## src/rtl/xulie_gen.sv

```systemverilog
// rtl/xulie_gen.sv - serial pattern generator with 1110 window counter (optional XULIE_GEN_LOOP_EN adds a loop input)
module xulie_gen #(
    parameter int WIDTH = 16
) (
    input  logic                    clk,
    input  logic                    reset,
    input  logic                    start,
    input  logic [WIDTH-1:0]        pattern,
    input  logic [$clog2(WIDTH):0]  len,
`ifdef XULIE_GEN_LOOP_EN
    input  logic                    loop,
`endif
    output logic                    Dout,
    output logic                    valid,
    output logic                    busy,
    output logic                    done,
    output logic [7:0]              hits
);
    localparam int              LW      = $clog2(WIDTH) + 1;
    localparam logic [LW-1:0]   WIDTH_L = LW'(WIDTH);

    typedef enum logic [1:0] {IDLE, SHIFT, DONE} state_t;

    state_t             state;
    logic [WIDTH-1:0]   sr;
    logic [WIDTH-1:0]   cap;
    logic [LW-1:0]      cnt;
    logic [LW-1:0]      cap_len;
    logic [2:0]         hist;
    logic [1:0]         hcnt;

    logic [LW-1:0]      eff_len;
    logic [LW-1:0]      shamt;
    logic [WIDTH-1:0]   aligned;
    logic [3:0]         window;
    logic               hit;
    logic               loop_req;

`ifdef XULIE_GEN_LOOP_EN
    assign loop_req = loop;
`else
    assign loop_req = 1'b0;
`endif

    // Effective length, left-aligned pattern and the 1110 window test on the bit now on Dout
    always_comb begin
        eff_len = len;
        if (len == '0 || len > WIDTH_L)
            eff_len = WIDTH_L;
        shamt   = WIDTH_L - eff_len;
        aligned = pattern << shamt;
        window  = {hist, Dout};
        hit     = (hcnt == 2'd3) && (window == 4'b1110);
    end

    // Control FSM; every output is registered so Dout/valid lead the shift by one edge
    always_ff @(posedge clk) begin
        if (reset) begin
            state   <= IDLE;
            sr      <= '0;
            cap     <= '0;
            cnt     <= '0;
            cap_len <= '0;
            hist    <= '0;
            hcnt    <= '0;
            hits    <= '0;
            Dout    <= 1'b0;
            valid   <= 1'b0;
            busy    <= 1'b0;
            done    <= 1'b0;
        end else begin
            case (state)
                IDLE: begin
                    Dout  <= 1'b0;
                    valid <= 1'b0;
                    done  <= 1'b0;
                    if (start) begin
                        sr      <= aligned;
                        cap     <= aligned;
                        cnt     <= eff_len;
                        cap_len <= eff_len;
                        hits    <= '0;
                        hist    <= '0;
                        hcnt    <= '0;
                        Dout    <= aligned[WIDTH-1];
                        valid   <= 1'b1;
                        busy    <= 1'b1;
                        state   <= SHIFT;
                    end
                end
                SHIFT: begin
                    // history absorbs the bit just emitted; hcnt tracks how many bits are valid in it
                    hist <= window[2:0];
                    if (hcnt != 2'd3)
                        hcnt <= hcnt + 2'd1;
                    if (hit && hits != 8'hFF)
                        hits <= hits + 8'd1;
                    if (cnt > LW'(1)) begin
                        sr   <= sr << 1;
                        cnt  <= cnt - LW'(1);
                        Dout <= sr[WIDTH-2];
                    end else if (loop_req) begin
                        // wrap with no gap; history and hits carry across the wrap
                        sr   <= cap;
                        cnt  <= cap_len;
                        Dout <= cap[WIDTH-1];
                    end else begin
                        cnt   <= '0;
                        Dout  <= 1'b0;
                        valid <= 1'b0;
                        done  <= 1'b1;
                        state <= DONE;
                    end
                end
                DONE: begin
                    done  <= 1'b0;
                    busy  <= 1'b0;
                    state <= IDLE;
                end
                default: state <= IDLE;
            endcase
        end
    end
endmodule
```

## config.mk

```make
export PLATFORM = sky130hd
export DESIGN_NAME = xulie_gen
export DESIGN_NICKNAME = d
export VERILOG_FILES = /design/src/rtl/xulie_gen.sv
export SDC_FILE = /design/constraint.sdc
export NUM_CORES = 1
export LEC_CHECK = 0
export ABC_AREA = 1
export CAP_MARGIN = 20
export CELL_PAD_IN_SITES_DETAIL_PLACEMENT = 2
export CELL_PAD_IN_SITES_GLOBAL_PLACEMENT = 2
export CORE_UTILIZATION = 30
export CTS_BUF_LIST = sky130_fd_sc_hd__clkbuf_2 sky130_fd_sc_hd__clkbuf_4 sky130_fd_sc_hd__clkbuf_8
export DETAILED_ROUTE_END_ITERATION = 6
export PLACE_DENSITY_LB_ADDON = 0.15
export SLEW_MARGIN = 25
export SYNTH_ARGS = -nofsm -noshare
export SYNTH_HDL_FRONTEND = slang
export SYNTH_SLANG_ARGS = --single-unit
```

## constraint.sdc

```tcl
create_clock -name clk -period 3.25 [get_ports clk]
set_input_delay 0.4875 -clock clk [delete_from_list [all_inputs] [get_ports clk]]
set_output_delay 0.4875 -clock clk [all_outputs]
set_load 0.05 [all_outputs]
```

; ---- Word level (Yosys, flattened, before mapping)
; Cells that the tools add are included.
[classes]
n_addsub = 4
n_lt_le_gt_ge = 2
n_eq_ne = 11
n_shift = 1
muxes = 28
n_reduce_logical = 17
[ops]
columns = cell, count
row1 = $mux W15, 2
row2 = $pmux W15 S2, 1
row3 = $mux W8, 2
row4 = $pmux W8 S2, 1
row5 = $shl A16 B5 Y16, 1
row6 = $mux W5, 3
row7 = $ne A2 B2 Y1 const B, 6
row8 = $pmux W5 S2, 1
row9 = $reduce_and A2 Y1, 5
row10 = $reduce_and A3 Y1, 3
row11 = $add A8 B1 Y8 const B, 1
row12 = $mux W2, 4
row13 = $ne A8 B8 Y1 const B, 1
row14 = $pmux W1 S2, 4
row15 = $pmux W2 S2, 2
row16 = $mux W1, 6
row17 = $pmux W3 S2, 1
row18 = $reduce_bool A2 Y1, 3
row19 = $gt A5 B1 Y1 const B, 1
row20 = $gt A5 B5 Y1 const B, 1
row21 = $logic_not A5 Y1, 1
row22 = $sub A5 B1 Y5 const B, 1
row23 = $sub A5 B5 Y5 const A, 1
row24 = $eq A2 B2 Y1 const B, 2
row25 = other kinds (8), 9
[word_totals]
regBits = 39
inputBits = 24
out_inout_bits = 12
wordCells = 73

; ---- Logic depth before layout (Yosys ltp)
; Gate-level depths: netlist of the first run.
[depth]
ltp_word = 7
ltp_mapped = 18
depth_no_buf = 16

; ---- Worst setup path after synthesis of the first run
; Ideal clock, no wire load.
[synth_path]
path_kind = input-to-reg
start = input len[0]
end = register Dout
setup_ns = 0.119
arrival_time_ns = 2.607
required_ns = 3.131
path_slack_ns = 0.523
cell_stages = 15
path_buffers = 3
cell_sequence = buf_2 nor2_1 nand3_1 ha_1 inv_2 nand2_2 buf_4 ha_1 inv_2 clkbuf_1 nand3_1 nand3_1 nand3_1 nand3_1 a21oi_1
[synth_via]
elab_chain_cells = 7
word_cells_on_any_way = 8
classes_between = add/sub: 1 / order compare: 1 / shift: 1 / mux: 3 / reduce/logical: 2
[synth_rtl]
columns = element, line
row1 = start: declaration, 9  ; input logic [$clog2(WIDTH):0] len,
row2 = $gt A5 B5 Y1 / $logic_not A5 Y1 (equally long branches), 48  ; if (len == '0 || len > WIDTH_L)
row3 = $logic_or A1 B1 Y1, 48
row4 = $mux W5 *, 48
row5 = $sub A5 B5 Y5 *, 50  ; shamt = WIDTH_L - eff_len;
row6 = $shl A16 B5 Y16 *, 51  ; aligned = pattern << shamt;
row7 = $mux W1 *, 77  ; if (start) begin
row8 = $pmux W1 S2 *, 72  ; case (state)
row9 = end signal: assignment, 85  ; Dout <= aligned[WIDTH-1];
row10 = end signal: assignment, 101  ; Dout <= sr[WIDTH-2];
row11 = end signal: assignment, 106  ; Dout <= cap[WIDTH-1];
row12 = end: declaration, 13  ; output logic Dout,
; Mark *: on every way between the ends. The rest lies on a longest branch, timed or not.
; A chain may end at the register's enable or synchronous reset.

; ---- Final worst setup path of the first run
[layout_path]
start = input len[0]
end = register sr[8]
[layout_via]
elab_chain_cells = 7
word_cells_on_any_way = 8
classes_between = add/sub: 1 / order compare: 1 / shift: 1 / mux: 3 / reduce/logical: 2
[layout_rtl]
columns = element, line
row1 = $gt A5 B5 Y1 / $logic_not A5 Y1 (equally long branches), 48
row2 = $logic_or A1 B1 Y1, 48
row3 = $mux W5 *, 48
row4 = $sub A5 B5 Y5 *, 50
row5 = $shl A16 B5 Y16 *, 51
row6 = $mux W15 *, 77
row7 = $pmux W15 S2 *, 72
row8 = end signal: assignment, 78  ; sr <= aligned;
row9 = end signal: assignment, 99  ; sr <= sr << 1;
row10 = end signal: assignment, 104  ; sr <= cap;
row11 = end: declaration, 25  ; logic [WIDTH-1:0] sr;
; Mark *: on every way between the ends. The rest lies on a longest branch, timed or not. The select of a mux whose other input is x is not followed.

==> results.tsv, run 1 <==
stage	metric	value	unit
yosys	Seq/Total Area, Yosys	29.6	%
sta	f_max	365	MHz
yosys	synthesized area	2640	um2
sta	Slew @ Worst Pin	665	ps
min_path	WHS Endpoint	hcnt[0]$_SDFFE_PP0P_	
critical_path	CP Launch Type	primary input	
yosys	cell accounting for the most synthesized area	dfxtp_1	
power	Net Sw Power	0.600	mW
route	Final ANT Viol Nets	0	
sta	final setup vio count	0	
die	Die X	95.8	um
place	number of port buffers	35	
critical_path	reg-to-reg startpoint	cnt[1]$_SDFFE_PP0P_	
status	status	complete, no violations	
job	Max-cap violations	0	
sta	fin crit share	84.2	%
die	Top Ports	36	
layout	fin cells	559	
layout	filler cell count	1047	
critical_path	R2R depth	12	
clocking	CTS resizes	0	
die	Initial Util	31.5	%
critical_path	Crit. Startpoint	len[0]	
place	post-DP HPWL	7.16	mm
clocking	CTS tree	built	
route	vias	2980	
die	Cell Rows	33	
layout	share of cells above drive strength 1	9.25	%
route	Routed WL per cell	16.4	um
clocking	H-tree Lvls	2	
critical_path	CP arrival	2970	ps
clocking	hold-fix buffers at CTS	0	
critical_path	Critical Setup Path Class	in2reg	
yosys	Synth area leaders	dfxtp_1 (30%), nand3_1 (17%), nand2_1 (13%)	
yosys	Compound-Gate Fraction of Synth Area	15.0	%
die	core footprint	8380	um2
sta	minimum clock period	2740	ps
sta	PnR worst setup slack	513	ps
yosys	post-synthesis mux area share	0	%
route	DRT iter0 DRCs	50	
power	Peak supply drop	0.162	mV
critical_path	Required @ worst endpoint	3480	ps
clocking	Clk Tree Root Cell	clkbuf_8	
min_path	Hold/Removal Path Class	reg2reg	
layout	area grow syn2layout	21.3	%
clocking	Worst-Skew Late Latency	310	ps
global_route	largest net degree at the start of global routing	27	
yosys	#FFs+latches synth	39	
clocking	Clock Path Buffers	2	
die	die area	9180	um2
die	die height	95.8	um
layout	leading cell types in the layout, fill and taps excluded	nand2_1 (90), nand3_1 (90), a21oi_1 (45), dfxtp_1 (39), inv_1 (38)	
route	final wirelength	9.17	mm
sta	RSZ-0062 raised after global routing	no	
yosys	XOR/XNOR share of the synthesized area	2.32	%
power	switching part of the total	38.3	%
critical_path	reg-to-reg slack, setup	1340	ps
power	combinational power share	35.6	%
critical_path	Worst setup EP type	register	
yosys	Unique masters post-synth	33	
power	Pleak	1.42	nW
global_route	GR Util All Layers	21.5	%
critical_path	crit-path max FO	16	
power	PwrDens	489	nW/um2
layout	antenna cells	0	
route	vias per std cell	5.33	
power	power share of the clock group	28.2	%
sta	Final Max Tran Viols	0	
route	Remaining DRCs	0	
route	DR pass1 iterations	5	
power	register share of total power	36.2	%
place	placed cell count	551	
global_route	initial antenna violation count	0	
yosys	Mapped Cells	420	
yosys	Synth top area share	29.6	%
yosys	main combinational cell family by area after synthesis	simple AND/OR/NAND/NOR gates	
global_route	global route total overflow	0	
yosys	syn_nets	450	
clocking	Worst-path clk slew	90	ps
critical_path	slowest library cell on the worst path	clkdlybuf4s50_1	
place	Routability Congestion	0.806	
power	Internal Power	0.965	mW
yosys	Synth Area in Simple Gates	40.1	%
min_path	hold path depth	1	
sta	slew margin rel.	55.6	%
global_route	first-pass GRT wire length	15.0	mm
yosys	YS warnings	0	
clocking	Post-CTS Setup Bufs	0	
yosys	Post-Synth Adder-Cell Area	2.84	%
sta	worst clock skew	7.91	ps
critical_path	CP most frequent cell	nand3_1	
critical_path	cells along the critical path	clkdlybuf4s50_1, nor2_1, nand3_1, ha_1, inv_2, nand2_1, ha_1, inv_2, nand3_1, or2_0, nand2_1, nand3_1, a21oi_1	
sta	final hold vios	0	
clocking	Inserted Clock Buffers	5	
power	overall power	1.57	mW
min_path	min-delay src	hcnt[0]$_SDFFE_PP0P_	
yosys	Syn Area/Cell	6.29	um2
layout	Layout Utilization	38.2	%
sta	setup TNS	0	ps
global_route	vias in the first global route	3120	
critical_path	RR Endpoint	sr[12]$_SDFFE_PP0P_	
critical_path	slowest stage delay, CP	460	ps
place	pre-CTS setup slack	171	ps
clocking	# clock sinks	39	
layout	nets@finish	483	
==> cells in the mapped netlist <==
library cell and instances:
o22ai_1 3, inv_1 38, nor2_2 2, nor2_1 20
and3_1 1, a22oi_1 1, xor2_1 4, nand2_4 1
nand3_2 1, clkbuf_1 7, xnor2_1 3, clkbuf_2 1
buf_4 5, ha_1 6, nand4_1 4, nor3_1 3
nand2_1 90, nor3_2 1, o21ai_1 5, buf_6 1
inv_2 9, nor2_4 2, a21oi_1 45, a31o_2 1
dfxtp_1 39, buf_2 2, o21ai_0 21, nand2_2 10
nor3b_1 1, a31oi_1 1, or2_0 1, nand3b_1 1
nand3_1 90
==> power groups by stage <==
stage	combinational, mW	sequential (mW)	clock, mW
4_1_cts	0.564	0.567	0.458
3_3_place_gp	0.541	0.573	0
6_report	0.556	0.567	0.442
2_1_floorplan	0.371	0.590	0
5_1_grt	0.624	0.572	0.473
3_5_place_dp	0.555	0.577	0
==> registers in the layout (all words and copies together), names as in the netlist <==
name and flops:
sr 15, done 1, hist 3, valid 1
Dout 1, hcnt 2, state 2, busy 1
cnt 5, hits 8
==> final cells by class <==
type / count / area, um2 / share of cell area, %
Clock buffer: 6 / 82.6 / 2.58
Clock inverter: 2 / 35.0 / 1.09
Inverter: 47 / 176 / 5.51
Multi-Input combinational cell: 318 / 1590 / 49.7
Sequential cell: 39 / 781 / 24.4
Tap cell: 105 / 131 / 4.10
Timing Repair Buffer: 42 / 403 / 12.6
==> worst max path at each step <==
stage	endpoint	slack [ps]	cells after the start
after floorplan	Dout$_SDFFE_PP0P_	520	15
after global placement	sr[11]$_SDFFE_PP0P_	330	13
after detailed placement	sr[8]$_SDFFE_PP0P_	170	13
after CTS	sr[8]$_SDFFE_PP0P_	500	13
after global routing	sr[8]$_SDFFE_PP0P_	260	13
final	sr[8]$_SDFFE_PP0P_	510	13
==> routing by layer <==
| layer | share of wire [%] | vias up | GRT usage (%) |
|---|---|---|---|
| li1 | - | 1468 | - |
| met1 | 46 | 1477 | 25.6 |
| met2 | 51 | 24 | 39.6 |
| met3 | 1.6 | 11 | 3.00 |
| met4 | 1.5 | 0 | 6.22 |
| met5 | 0 | - | 0 |
==> logic make-up (layout without fill, tap and decap cells) <==
logic type / after synthesis / after routing
AOI/OAI and AO/OA: 77 / 77
DFF: 39 / 39
xor gates and xnor gates: 7 / 7
and+or+nand+nor: 228 / 228
buffers and inverters: 63 / 97
adders and majority gates: 6 / 6
==> through the flow <==
step | instance area, um2 | hold slack, ps
2_1_floorplan | 2640 | 433
3_5_place_dp | 3080 | 462
4_1_cts | 3200 | 475
3_3_place_gp | 3080 | 449
6_report | 3200 | 466
5_1_grt | 3200 | 499
==> worst max-delay path: cells and delay by family <==
| kind | cells | cell delay, ps |
|---|---|---|
| AND/OR/NAND/NOR | 7 | 860 |
| buffers and inverters | 3 | 810 |
| adder cells (fa/ha/maj) | 2 | 660 |
| AO/OA/AOI/OAI | 1 | 140 |
(Power assumes the default switching activity.)
==> run 2: changes to the inputs <==
- clock period: 3.25 -> 2.8 ns (I/O delays scaled with it)
==> run 2 against run 1 <==
Cell area grew 0.27%. Largest cell class unchanged. Highest routed layer unchanged. Count of clock-buffer cells in the layout grew 1. Die area is the same. Non-clock buffer count grew 3. Sequential power grew 16%. Clock power is essentially flat.
==> results.tsv, run 2 (synthesized netlist as in run 1, its figures left out) <==
stage	metric	value	unit	change
critical_path	Worst setup EP type	register		
layout	Layout Utilization	38.3	%	+0.10 points
layout	leading cell types in the layout, fill and taps excluded	nand2_1 (90), nand3_1 (90), a21oi_1 (45), dfxtp_1 (39), inv_1 (38)		
clocking	Post-CTS Setup Bufs	0		unchanged
die	die area	9180	um2	unchanged
critical_path	slowest library cell on the worst path	clkdlybuf4s50_1		
sta	fin crit share	92.2	%	
route	DR pass1 iterations	4		-1
layout	multi-input combinational cell area	1590	um2	unchanged
clocking	Clk Tree Root Cell	clkbuf_8		
sta	Final Max Tran Viols	0		unchanged
critical_path	slowest stage delay, CP	440	ps	-20 ps
global_route	GR Util All Layers	21.7	%	+0.22 points
global_route	initial antenna violation count	0		unchanged
route	Final ANT Viol Nets	0		unchanged
place	Routability Congestion	0.829		+2.8%
layout	Sequential Area	781	um2	unchanged
sta	worst clock skew	8.12	ps	+0.214 ps
die	Cell Rows	33		unchanged
critical_path	crit-path max FO	16		unchanged
clocking	Clock Path Buffers	2		unchanged
die	Top Ports	36		unchanged
clocking	CTS tree	built		
power	Peak supply drop	0.210	mV	+30%
sta	minimum clock period	2580	ps	
die	Die X	95.8	um	unchanged
min_path	Hold/Removal Path Class	reg2reg		
layout	share of cells above drive strength 1	9.85	%	+0.60 points
route	final wirelength	9.34	mm	+1.8%
layout	fin cells	562		+0.54%
die	die height	95.8	um	unchanged
sta	setup TNS	0	ps	unchanged
layout	antenna cells	0		unchanged
layout	max FFs per register	15		unchanged
place	number of port buffers	35		unchanged
critical_path	Required @ worst endpoint	3020	ps	-460 ps
layout	nets@finish	486		+0.62%
clocking	H-tree Lvls	2		unchanged
sta	final hold vios	0		unchanged
critical_path	Critical Setup Path Class	in2reg		
die	Initial Util	31.5	%	unchanged
sta	slew margin rel.	54.6	%	-0.99 points
clocking	hold-fix buffers at CTS	0		unchanged
power	Pleak	1.42	nW	+0.25%
critical_path	CP Launch Type	primary input		
critical_path	cells along the critical path	clkdlybuf4s50_1, nor2_1, nand3_1, ha_1, inv_2, nand2_2, ha_1, inv_2, nand3_1, or2_0, nand2_1, nand3_1, a21oi_1		
layout	largest reg by FF count	sr		
place	placed cell count	554		+0.54%
global_route	global route total overflow	0		unchanged
place	post-DP HPWL	7.30	mm	+1.9%
layout	filler cell count	1047		unchanged
layout	biggest regs	sr: 15 flops, hits: 8 flops, cnt: 5 flops		
global_route	vias in the first global route	3141		+0.67%
sta	PnR worst setup slack	218	ps	-295 ps
die	core footprint	8380	um2	unchanged
clocking	Worst-Skew Late Latency	300	ps	about the same
critical_path	CP most frequent cell	nand3_1		
layout	area grow syn2layout	21.6	%	
clocking	CTS resizes	0		unchanged
sta	RSZ-0062 raised after global routing	no		
global_route	largest net degree at the start of global routing	24		-11%
clocking	Inserted Clock Buffers	5		unchanged
sta	f_max	387	MHz	
power	overall power	1.75	mW	+12%
route	vias per std cell	5.35		+0.40%
sta	Slew @ Worst Pin	680	ps	+14.9 ps
route	vias	3008		+0.94%
sta	final setup vio count	0		unchanged
job	Max-cap violations	0		unchanged
route	DRT iter0 DRCs	62		+24%
global_route	first-pass GRT wire length	15.5	mm	+3.7%
clocking	Worst-path clk slew	90	ps	about the same
clocking	# clock sinks	39		unchanged
critical_path	CP arrival	2810	ps	-160 ps
route	Remaining DRCs	0		unchanged
status	status	complete, no violations		
route	Routed WL per cell	16.6	um	+1.3%
place	pre-CTS setup slack	-116	ps	-287 ps
power	PwrDens	546	nW/um2	+12%
-- run 2: critical path: cells and delay by family --
family	cells	cell delay (ps)
buffers and inverters	3	780
AO/OA/AOI/OAI	1	140
AND/OR/NAND/NOR	7	810
adder cells (fa/ha/maj)	2	640
-- run 2: per-layer routing --
layer	vias to the layer above	share of wire, %	track usage (%)
li1	1469	-	-
met1	1505	46	26.8
met2	23	52	40.3
met3	11	1.4	2.92
met4	0	0.81	3.61
met5	-	0	0
-- run 2: final timing paths --
| kind | start | end | slack, ps | cells after the start |
|---|---|---|---|---|
| min | valid$_SDFFE_PP0P_ | valid$_SDFFE_PP0P_ | 470 | 2 |
| max | len[0] | sr[8]$_SDFFE_PP0P_ | 220 | 13 |
| max reg2reg | state[0]$_SDFFE_PP0P_ | hits[2]$_SDFFE_PP0P_ | 910 | 10 |
| min reg2reg | valid$_SDFFE_PP0P_ | valid$_SDFFE_PP0P_ | 470 | 2 |
-- run 2: area by class of cell --
cell class	instances	share of cell area (%)
Tap cell	105	4.09
Timing Repair Buffer	45	13.3
Clock buffer	7	3.00
Inverter	47	5.49
Multi-Input combinational cell	318	49.6
Clock inverter	1	0.234
Sequential cell	39	24.3
-- run 2: power by group --
| group | internal (mW) | switching, mW |
|---|---|---|
| Clock | 0.225 | 0.218 |
| Combinational | 0.223 | 0.430 |
| Sequential | 0.615 | 0.0428 |
| Total | 1.06 | 0.690 |
-- run 2: through the flow --
stage | hold WS, ps | cell area (um2)
floorplan | 433 | 2640
global placement | 449 | 3110
detailed placement | 466 | 3110
CTS | 479 | 3210
global route | 501 | 3210
finish | 472 | 3210
==> run 3: changes to the inputs <==
- CTS_CLUSTER_DIAMETER: unset -> 120
==> results of run 3 <==
Final layout, timing and power as in run 2 (identical DEF).
